File: config.mk
export PLATFORM = sky130hd
export DESIGN_NAME = inst_encoder_loader_flat
export DESIGN_NICKNAME = d
export VERILOG_FILES = /design/src/rtl/inst_encoder_loader_if.sv /design/src/rtl/inst_encoder_loader.sv /design/src/flat_wrapper.sv
export SDC_FILE = /design/constraint.sdc
export NUM_CORES = 1
export LEC_CHECK = 0
export ABC_AREA = 1
export BUFFER_PORTS_ARGS = -buffer_cell sky130_fd_sc_hd__buf_4
export CORE_MARGIN = 3
export CORE_UTILIZATION = 52
export DETAILED_ROUTE_END_ITERATION = 10
export HOLD_SLACK_MARGIN = 0.1
export PLACE_DENSITY_LB_ADDON = 0.08
export SLEW_MARGIN = 25
export SYNTH_ARGS = -nofsm -noshare
export SYNTH_HDL_FRONTEND = slang
export SYNTH_SLANG_ARGS = --single-unit
File: constraint.sdc
create_clock -name clk -period 3.3 [get_ports clk]
set_input_delay 0.33 -clock clk [delete_from_list [all_inputs] [get_ports clk]]
set_output_delay 0.33 -clock clk [all_outputs]
set_load 0.05 [all_outputs]
File: src/rtl/inst_encoder_loader_if.sv
// Field-set stream into the encoder and the instruction-memory write bus out of it.
interface inst_encoder_loader_if #(
  parameter int ADDR_W = 8
);
  logic              in_valid;
  logic              in_ready;
  logic              in_last;
  logic [1:0]        fmt;
  logic [2:0]        opcode;
  logic [1:0]        fn;
  logic [2:0]        rd;
  logic [2:0]        ra;
  logic [2:0]        rb;
  logic [6:0]        immi;
  logic [7:0]        immj;
  logic              mem_we;
  logic [ADDR_W-1:0] mem_addr;
  logic [15:0]       mem_wdata;
  logic              mem_ack;

  modport master (
    output in_valid, in_last, fmt, opcode, fn, rd, ra, rb, immi, immj, mem_ack,
    input  in_ready, mem_we, mem_addr, mem_wdata
  );

  modport slave (
    input  in_valid, in_last, fmt, opcode, fn, rd, ra, rb, immi, immj, mem_ack,
    output in_ready, mem_we, mem_addr, mem_wdata
  );
endinterface

File: src/rtl/inst_encoder_loader.sv
// Packs decoded instruction fields into 16-bit words, buffers them in a FIFO and
// writes them to instruction memory at consecutive addresses from a loaded base.
module inst_encoder_loader #(
  parameter int ADDR_W = 8,
  parameter int DEPTH  = 4
) (
  input  logic                clk,
  input  logic                rst,
  input  logic                start,
  input  logic [ADDR_W-1:0]   base_addr,
  inst_encoder_loader_if.slave bus,
  output logic                done,
  output logic                err,
  output logic [ADDR_W:0]     wr_count
);

  localparam int PTR_W = $clog2(DEPTH);
  localparam logic [PTR_W:0] CNT_FULL = (PTR_W+1)'(DEPTH);

  typedef enum logic [1:0] {IDLE, RUN, DRAIN, DONE} state_t;

  state_t            state;
  logic [15:0]       fifo [DEPTH];
  logic [PTR_W-1:0]  wr_ptr;
  logic [PTR_W-1:0]  rd_ptr;
  logic [PTR_W:0]    count;
  logic [ADDR_W-1:0] addr;
  logic              legal;
  logic [15:0]       word;
  logic              accept;
  logic              push;
  logic              pop;

  always_comb begin
    legal = 1'b0;
    word  = '0;
    unique case (bus.fmt)
      2'd0: begin
        legal = (bus.opcode == 3'd0);
        word  = {3'b000, bus.fn, 2'b00, bus.rd, bus.ra, bus.rb};
      end
      2'd1: begin
        legal = (bus.opcode != 3'd0);
        word  = {bus.opcode, bus.immi, bus.ra, bus.rb};
      end
      2'd2: begin
        legal = (bus.opcode != 3'd0);
        word  = {bus.opcode, 5'b00000, bus.immj};
      end
      default: begin
        legal = 1'b0;
        word  = '0;
      end
    endcase
  end

  // in_ready looks at the pre-pop count, so a full FIFO never accepts on a pop cycle
  assign bus.in_ready  = (state == RUN) && (count < CNT_FULL);
  assign bus.mem_we    = (count != '0);
  assign bus.mem_addr  = addr;
  assign bus.mem_wdata = fifo[rd_ptr];

  assign accept = bus.in_valid && bus.in_ready;
  assign push   = accept && legal;
  assign pop    = bus.mem_we && bus.mem_ack;

  always_ff @(posedge clk or posedge rst) begin
    if (rst) begin
      state    <= IDLE;
      wr_ptr   <= '0;
      rd_ptr   <= '0;
      count    <= '0;
      addr     <= '0;
      done     <= 1'b0;
      err      <= 1'b0;
      wr_count <= '0;
      for (int unsigned i = 0; i < DEPTH; i++) fifo[i] <= '0;
    end else begin
      done <= 1'b0;

      if (push) begin
        fifo[wr_ptr] <= word;
        wr_ptr       <= wr_ptr + PTR_W'(1);
      end
      if (pop) begin
        rd_ptr   <= rd_ptr + PTR_W'(1);
        addr     <= addr + ADDR_W'(1);
        wr_count <= wr_count + (ADDR_W+1)'(1);
      end
      unique case ({push, pop})
        2'b10:   count <= count + (PTR_W+1)'(1);
        2'b01:   count <= count - (PTR_W+1)'(1);
        default: count <= count;
      endcase

      unique case (state)
        IDLE: begin
          if (start) begin
            state    <= RUN;
            addr     <= base_addr;
            wr_count <= '0;
            err      <= 1'b0;
          end
        end
        RUN: begin
          if (accept && !legal) err <= 1'b1;
          if (accept && bus.in_last) state <= DRAIN;
        end
        DRAIN: begin
          if (count == '0) begin
            state <= DONE;
            done  <= 1'b1;
          end
        end
        DONE: state <= IDLE;
        default: state <= IDLE;
      endcase
    end
  end

endmodule

File: src/flat_wrapper.sv
// flat-port wrapper written by rule: the top's interface ports become plain ports
module inst_encoder_loader_flat 
#(
  parameter int ADDR_W = 8,
  parameter int DEPTH  = 4
)
  (clk, rst, start, base_addr, done, err, wr_count, bus_in_valid, bus_in_last, bus_fmt, bus_opcode, bus_fn, bus_rd, bus_ra, bus_rb, bus_immi, bus_immj, bus_mem_ack, bus_in_ready, bus_mem_we, bus_mem_addr, bus_mem_wdata);
  inst_encoder_loader_if #(.ADDR_W(ADDR_W)) bus_i ();
  input  logic clk;
  input  logic rst;
  input  logic start;
  input  logic [ADDR_W-1:0] base_addr;
  output logic done;
  output logic err;
  output logic [ADDR_W:0] wr_count;
  input wire logic [$bits(bus_i.in_valid)-1:0] bus_in_valid;
  input wire logic [$bits(bus_i.in_last)-1:0] bus_in_last;
  input wire logic [$bits(bus_i.fmt)-1:0] bus_fmt;
  input wire logic [$bits(bus_i.opcode)-1:0] bus_opcode;
  input wire logic [$bits(bus_i.fn)-1:0] bus_fn;
  input wire logic [$bits(bus_i.rd)-1:0] bus_rd;
  input wire logic [$bits(bus_i.ra)-1:0] bus_ra;
  input wire logic [$bits(bus_i.rb)-1:0] bus_rb;
  input wire logic [$bits(bus_i.immi)-1:0] bus_immi;
  input wire logic [$bits(bus_i.immj)-1:0] bus_immj;
  input wire logic [$bits(bus_i.mem_ack)-1:0] bus_mem_ack;
  output wire logic [$bits(bus_i.in_ready)-1:0] bus_in_ready;
  output wire logic [$bits(bus_i.mem_we)-1:0] bus_mem_we;
  output wire logic [$bits(bus_i.mem_addr)-1:0] bus_mem_addr;
  output wire logic [$bits(bus_i.mem_wdata)-1:0] bus_mem_wdata;
  assign bus_i.in_valid = bus_in_valid;
  assign bus_i.in_last = bus_in_last;
  assign bus_i.fmt = bus_fmt;
  assign bus_i.opcode = bus_opcode;
  assign bus_i.fn = bus_fn;
  assign bus_i.rd = bus_rd;
  assign bus_i.ra = bus_ra;
  assign bus_i.rb = bus_rb;
  assign bus_i.immi = bus_immi;
  assign bus_i.immj = bus_immj;
  assign bus_i.mem_ack = bus_mem_ack;
  assign bus_in_ready = bus_i.in_ready;
  assign bus_mem_we = bus_i.mem_we;
  assign bus_mem_addr = bus_i.mem_addr;
  assign bus_mem_wdata = bus_i.mem_wdata;
  inst_encoder_loader #(.ADDR_W(ADDR_W), .DEPTH(DEPTH)) u_core (.clk(clk), .rst(rst), .start(start), .base_addr(base_addr), .bus(bus_i), .done(done), .err(err), .wr_count(wr_count));
endmodule
### Yosys cells after proc, flatten, opt, wreduce, memory -nomap -nowiden

Index checks and enable logic that the tools add are counted.

| word-level totals | value |
|---|---|
| register bits | 92 |
| bits in latches | 0 |
| RAM bits | 0 |
| bits in read-only memories | 0 |
| input port bits | 45 |
| output and inout bits | 37 |
| memories | 0 |

| operators by class | value |
|---|---|
| add/sub/neg operators | 6 |
| $mul | 0 |
| divide/modulo/power cells | 0 |
| magnitude comparators | 4 |
| eq/ne operators | 11 |
| shift-type cells | 0 |
| multiplexer cells | 24 |
| bitwise operators | 2 |
| reduce and logical (&&, ||, !) cells | 19 |

Operators by type and width:

| cell | count |
|---|---|
| $bwmux 64 | 1 |
| $mux 16 | 3 |
| $pmux 16 s3 | 1 |
| $bmux 16 s2 | 1 |
| $demux 16 s2 | 1 |
| $mux 9 | 3 |
| $mux 8 | 3 |
| $add 9x1->9 const B | 1 |
| $add 8x1->8 const B | 1 |
| $eq 2x2->1 const B | 4 |
| $pmux 2 s4 | 1 |
| $logic_and 1x1->1 | 7 |
| $eq 2x1->1 const B | 3 |
| $ge 3x3->1 const B | 2 |
| $logic_not 3->1 | 2 |
| $mux 2 | 3 |
| $ne 2x2->1 const B | 3 |
| $not 2->3 | 2 |
| $pmux 3 s2 | 1 |
| $reduce_and 3->1 | 2 |
| $reduce_bool 3->1 | 2 |
| $add 2x1->2 const B | 2 |
| $logic_not 2->1 | 2 |
| $mux 1 | 4 |
| other kinds (9) | 11 |

### Longest topological paths before layout

| logic depth | value |
|---|---|
| depth in word-level cells | 7 |
| mapped depth | 11 |
| depth with buffers taken out | 11 |

### Worst setup path before layout

Ideal clock, no wire load.

| path | value |
|---|---|
| kind | register to register |
| start | register u_core.state[1] |
| end | register u_core.count[2] |
| data arrival time | 1.988 ns |
| data required time | 3.169 ns |
| setup slack | 1.181 ns |
| cell stages (with the launch flop) | 12 |
| path through | dfrtp_1 -> inv_1 -> ha_1 -> and3_1 -> buf_6 -> nand2_1 -> ha_1 -> inv_1 -> fa_1 -> a21oi_1 -> o21ai_0 -> xor2_1 |

| between the ends | value |
|---|---|
| longest elaborated chain between the ends | 6 |

Ends and longest elaborated chain:

| item | RTL line | source |
|---|---|---|
| start, declared | inst_encoder_loader.sv:22 | `state_t state;` |
| start signal, assigned | inst_encoder_loader.sv:69 | `state <= IDLE;` |
| start signal, assigned | inst_encoder_loader.sv:99 | `state <= RUN;` |
| start signal, assigned | inst_encoder_loader.sv:107 | `if (accept && bus.in_last) state <= DRAIN;` |
| $eq 2x1->1 (*) | inst_encoder_loader.sv:58 | `assign bus.in_ready = (state == RUN) && (count < CNT_FULL);` |
| $logic_and 1x1->1 (*) | inst_encoder_loader.sv:58 |  |
| $logic_and 1x1->1 (*) | inst_encoder_loader.sv:63 | `assign accept = bus.in_valid && bus.in_ready;` |
| $logic_and 1x1->1 (*) | inst_encoder_loader.sv:64 | `assign push = accept && legal;` |
| $eq 2x1->1 / $eq 2x2->1 (equally long branches) | inst_encoder_loader.sv:90 | `unique case ({push, pop})` |
| $pmux 3 s2 / $reduce_bool 2->1 (equally long branches) | -- |  |
| end signal, assigned | inst_encoder_loader.sv:91 | `2'b10: count <= count + (PTR_W+1)'(1);` |
| end signal, assigned | inst_encoder_loader.sv:92 | `2'b01: count <= count - (PTR_W+1)'(1);` |
| end signal, assigned | inst_encoder_loader.sv:93 | `default: count <= count;` |
| end, declared | inst_encoder_loader.sv:26 | `logic [PTR_W:0] count;` |

Mark *: on every way between the ends. The rest lies on a longest branch, timed or not.
A chain may end at the register's enable or synchronous reset.

### Worst setup path after layout

| path | value |
|---|---|
| start | register u_core.rd_ptr[1] |
| end | output bus_mem_wdata[15] |

| between the ends | value |
|---|---|
| longest elaborated chain between the ends | 4 |

Ends and longest elaborated chain:

| item | RTL line | source |
|---|---|---|
| start, declared | inst_encoder_loader.sv:25 | `logic [PTR_W-1:0] rd_ptr;` |
| start signal, assigned | inst_encoder_loader.sv:86 | `rd_ptr <= rd_ptr + PTR_W'(1);` |
| $not 2->3 (implied by the code) | inst_encoder_loader.sv:61 | `assign bus.mem_wdata = fifo[rd_ptr];` |
| $bmux 16 s2 | inst_encoder_loader.sv:61 |  |
| $mux 16 (implied by the code) (2 in a row) | inst_encoder_loader.sv:61 |  |
| end, declared | flat_wrapper.sv:30 | `output wire logic [$bits(bus_i.mem_wdata)-1:0] bus_mem_wdata;` |

Every way passes these cells. The select of a mux whose other input is x is not followed.

==> reports/metrics.csv <==
metric,value,unit
Final Core Density,63.5,%
post-synthesis sequential area ratio,48.6,%
first-pass GRT wire length,18200,um
First-pass DRT Iterations,5,
CP required,2970,ps
main area contributors after synthesis,"dfrtp_1, nand2_1, o21ai_0",
clk_lat worst skew,350,ps
max-slew violation count,0,
period utilization,78.7,%
Fin Hold WS,174,ps
Post-DRT Antenna Nets,0,
Worst Path Buf+Inv,2,
Netlist cell types,32,
leakage,2.71,nW
Post-synth top flop,dfrtp_1,
"Max FO, Critical Path",18,
hold_sp,base_addr[3],
fill cell total of the finished layout,765,
cts hold-fix bufs,1,
core area,8760,um^2
Diodes inserted,0,
CP Capture Type,output pin,
slowest library cell on the worst path,dfrtp_1,
"most common cell after layout, fill and taps aside",nand2_1,
# IOs,82,
DRC Markers,0,
die width,101,um
CP startpoint kind,flip-flop,
proportion of power drawn by flip-flops and latches,33.1,%
Worst EP arrival,2270,ps
cts bufs inserted,9,
routed length per instance,14.8,um
Starting Density,54.0,%
Hold Path End,u_core.bus.mem_addr[3],
routability cong.,0.823,
reg2reg setup slack,930,ps
# rows,34,
Synth warnings,0,
final setup vio count,0,
drt total wl,11000,um
setup TNS,0,ps
"EDFF count, synth",0,
GR Util All Layers,22.4,%
Syn Nets,620,
area share of the largest cell type after synthesis,48.6,%
hold crit path type,in -> reg,
Synth Cell Area,4730,um^2
die span in y,101,um
final hold vios,0,
initial DRC count,172,
post_cts resized,0,
RSZ-0062 raised after global routing,false,
Seq cells post-synth,92,
CTS tree,yes,
vias in the first global route,3800,
cell family with most CP delay,buffers and inverters,
Post-CTS Setup Inserts,0,
Comb power frac,49.2,%
relative slew slack,50.7,%
DIE AREA,10300,um^2
Final HPWL DP,7320,um
outcome,finished clean,
clock buffer depth,2,
power density over the cells,964,nW/um^2
largest net degree at the start of global routing,42,
H-Tree Depth,3,
Worst R2R End,u_core.count[1],
synthesized area per cell,8.47,um^2
CTS Sinks,92,
Yosys top cell by area,dfrtp_1,
clock skew,8.81,ps
Fmax,385,MHz
Mapped Cells,559,
Avg Vias per Cell,5.40,
actual slew at the worst max-slew pin,739,ps
Min-Delay Path Depth,3,
clock power share,17.8,%
layout cell share with drive strength beyond 1,20.3,%
Reg2Reg Depth,8,
CP max stage delay,660,ps
Root Buffer,clkbuf_8,
Psw,2.45,mW
reg2reg start,u_core.state[1],
crit-path cells,inv_1 > o21ai_0 > o22ai_1 > buf_4,
grt total ovfl,0,
kind of critical path,reg -> out,
nets,691,
area delta synth->final,17.6,%
ys async rst share,100,%
Sw Ratio,45.7,%
antenna violations before repair,0,
internal power,2.91,mW
maximum vdd drop,0.522,mV
"CTS clk-pin slew, worst paths",90,ps
Max-Cap Viols,0,
routed via count,4004,
"commonest cells after routing, fill and taps aside","nand2_1, dfrtp_1, buf_4",
clock period minus worst slack,2600,ps
PortBufs,81,
[metal layers]
layer	GRT usage (%)	wire length, um	vias up
met5	0	0	-
met4	8.49	231	0
met3	4.68	708	20
met2	36.0	5200	152
met1	30.1	4820	1857
li1	-	-	1975
[flip-flops by register name, indices dropped and copies added, names as in the netlist]
register	flops
u_core.wr_ptr	2
u_core.err	1
u_core.fifo	64
u_core.wr_count	9
u_core.state	2
u_core.count	3
u_core.rd_ptr	2
u_core.done	1
u_core.bus.mem_addr	8
[worst max-delay path by stage]
stage	startpoint	endpoint	slack [ps]	cells after the start
global placement	bus_fmt[0]	u_core.count[2]	930	13
detailed placement	bus_fmt[0]	u_core.count[2]	870	13
floorplan	rst	u_core.bus.mem_addr[0]	580	1
CTS	u_core.rd_ptr[1]	bus_mem_wdata[15]	730	4
finish	u_core.rd_ptr[1]	bus_mem_wdata[15]	700	4
global route	u_core.rd_ptr[1]	bus_mem_wdata[15]	650	4
[tightest hold or removal path, stage by stage]
cell     delay (ps)
buf_4            70
nand2_1          40
nand2_1          50
[kinds of logic after synthesis]
logic type,share of synthesized area (%)
AND/OR/NAND/NOR,21.0
AO/OA/AOI/OAI,17.5
flip-flops,48.6
buffers and inverters,7.35
adder cells (fa/ha/maj),4.39
XOR/XNOR,1.11
[cells in the mapped netlist, drive strengths merged, types with 3 or more instances]
cell    number
a21oi        7
a22o         3
buf         17
clkbuf      10
dfrtp       92
ha          15
inv         36
nand2      150
nand3       22
nor2        57
o21ai      118
o22ai       16
xnor2        3
xor2         3
[power by group through the flow]
stage	Clock, mW	Sequential (mW)	Combinational (mW)
detailed placement	0	1.79	2.65
global placement	0	1.78	2.60
finish	0.953	1.77	2.64
CTS	0.966	1.77	2.66
global route	1.03	1.82	2.88
floorplan	0	1.99	1.73
[stage by stage]
stage	worst slack [ps]	instance area (um^2)	instances	total power [mW]
after global placement	930	5300	726	4.38
after CTS	730	5570	742	5.39
final	703	5570	742	5.37
after detailed placement	867	5300	726	4.44
after floorplan	578	4730	559	3.72
after global routing	647	5570	742	5.73
[final cells by class]
class / instances / area [um^2] / area share (%)
Sequential cell: 92 / 2300 / 41.4
Multi-Input combinational cell: 404 / 2080 / 37.4
Timing Repair Buffer: 87 / 656 / 11.8
Inverter: 36 / 136 / 2.45
Tap cell: 108 / 135 / 2.43
Clock buffer: 10 / 128 / 2.29
Clock inverter: 5 / 125 / 2.25
(Power assumes the default switching activity.)
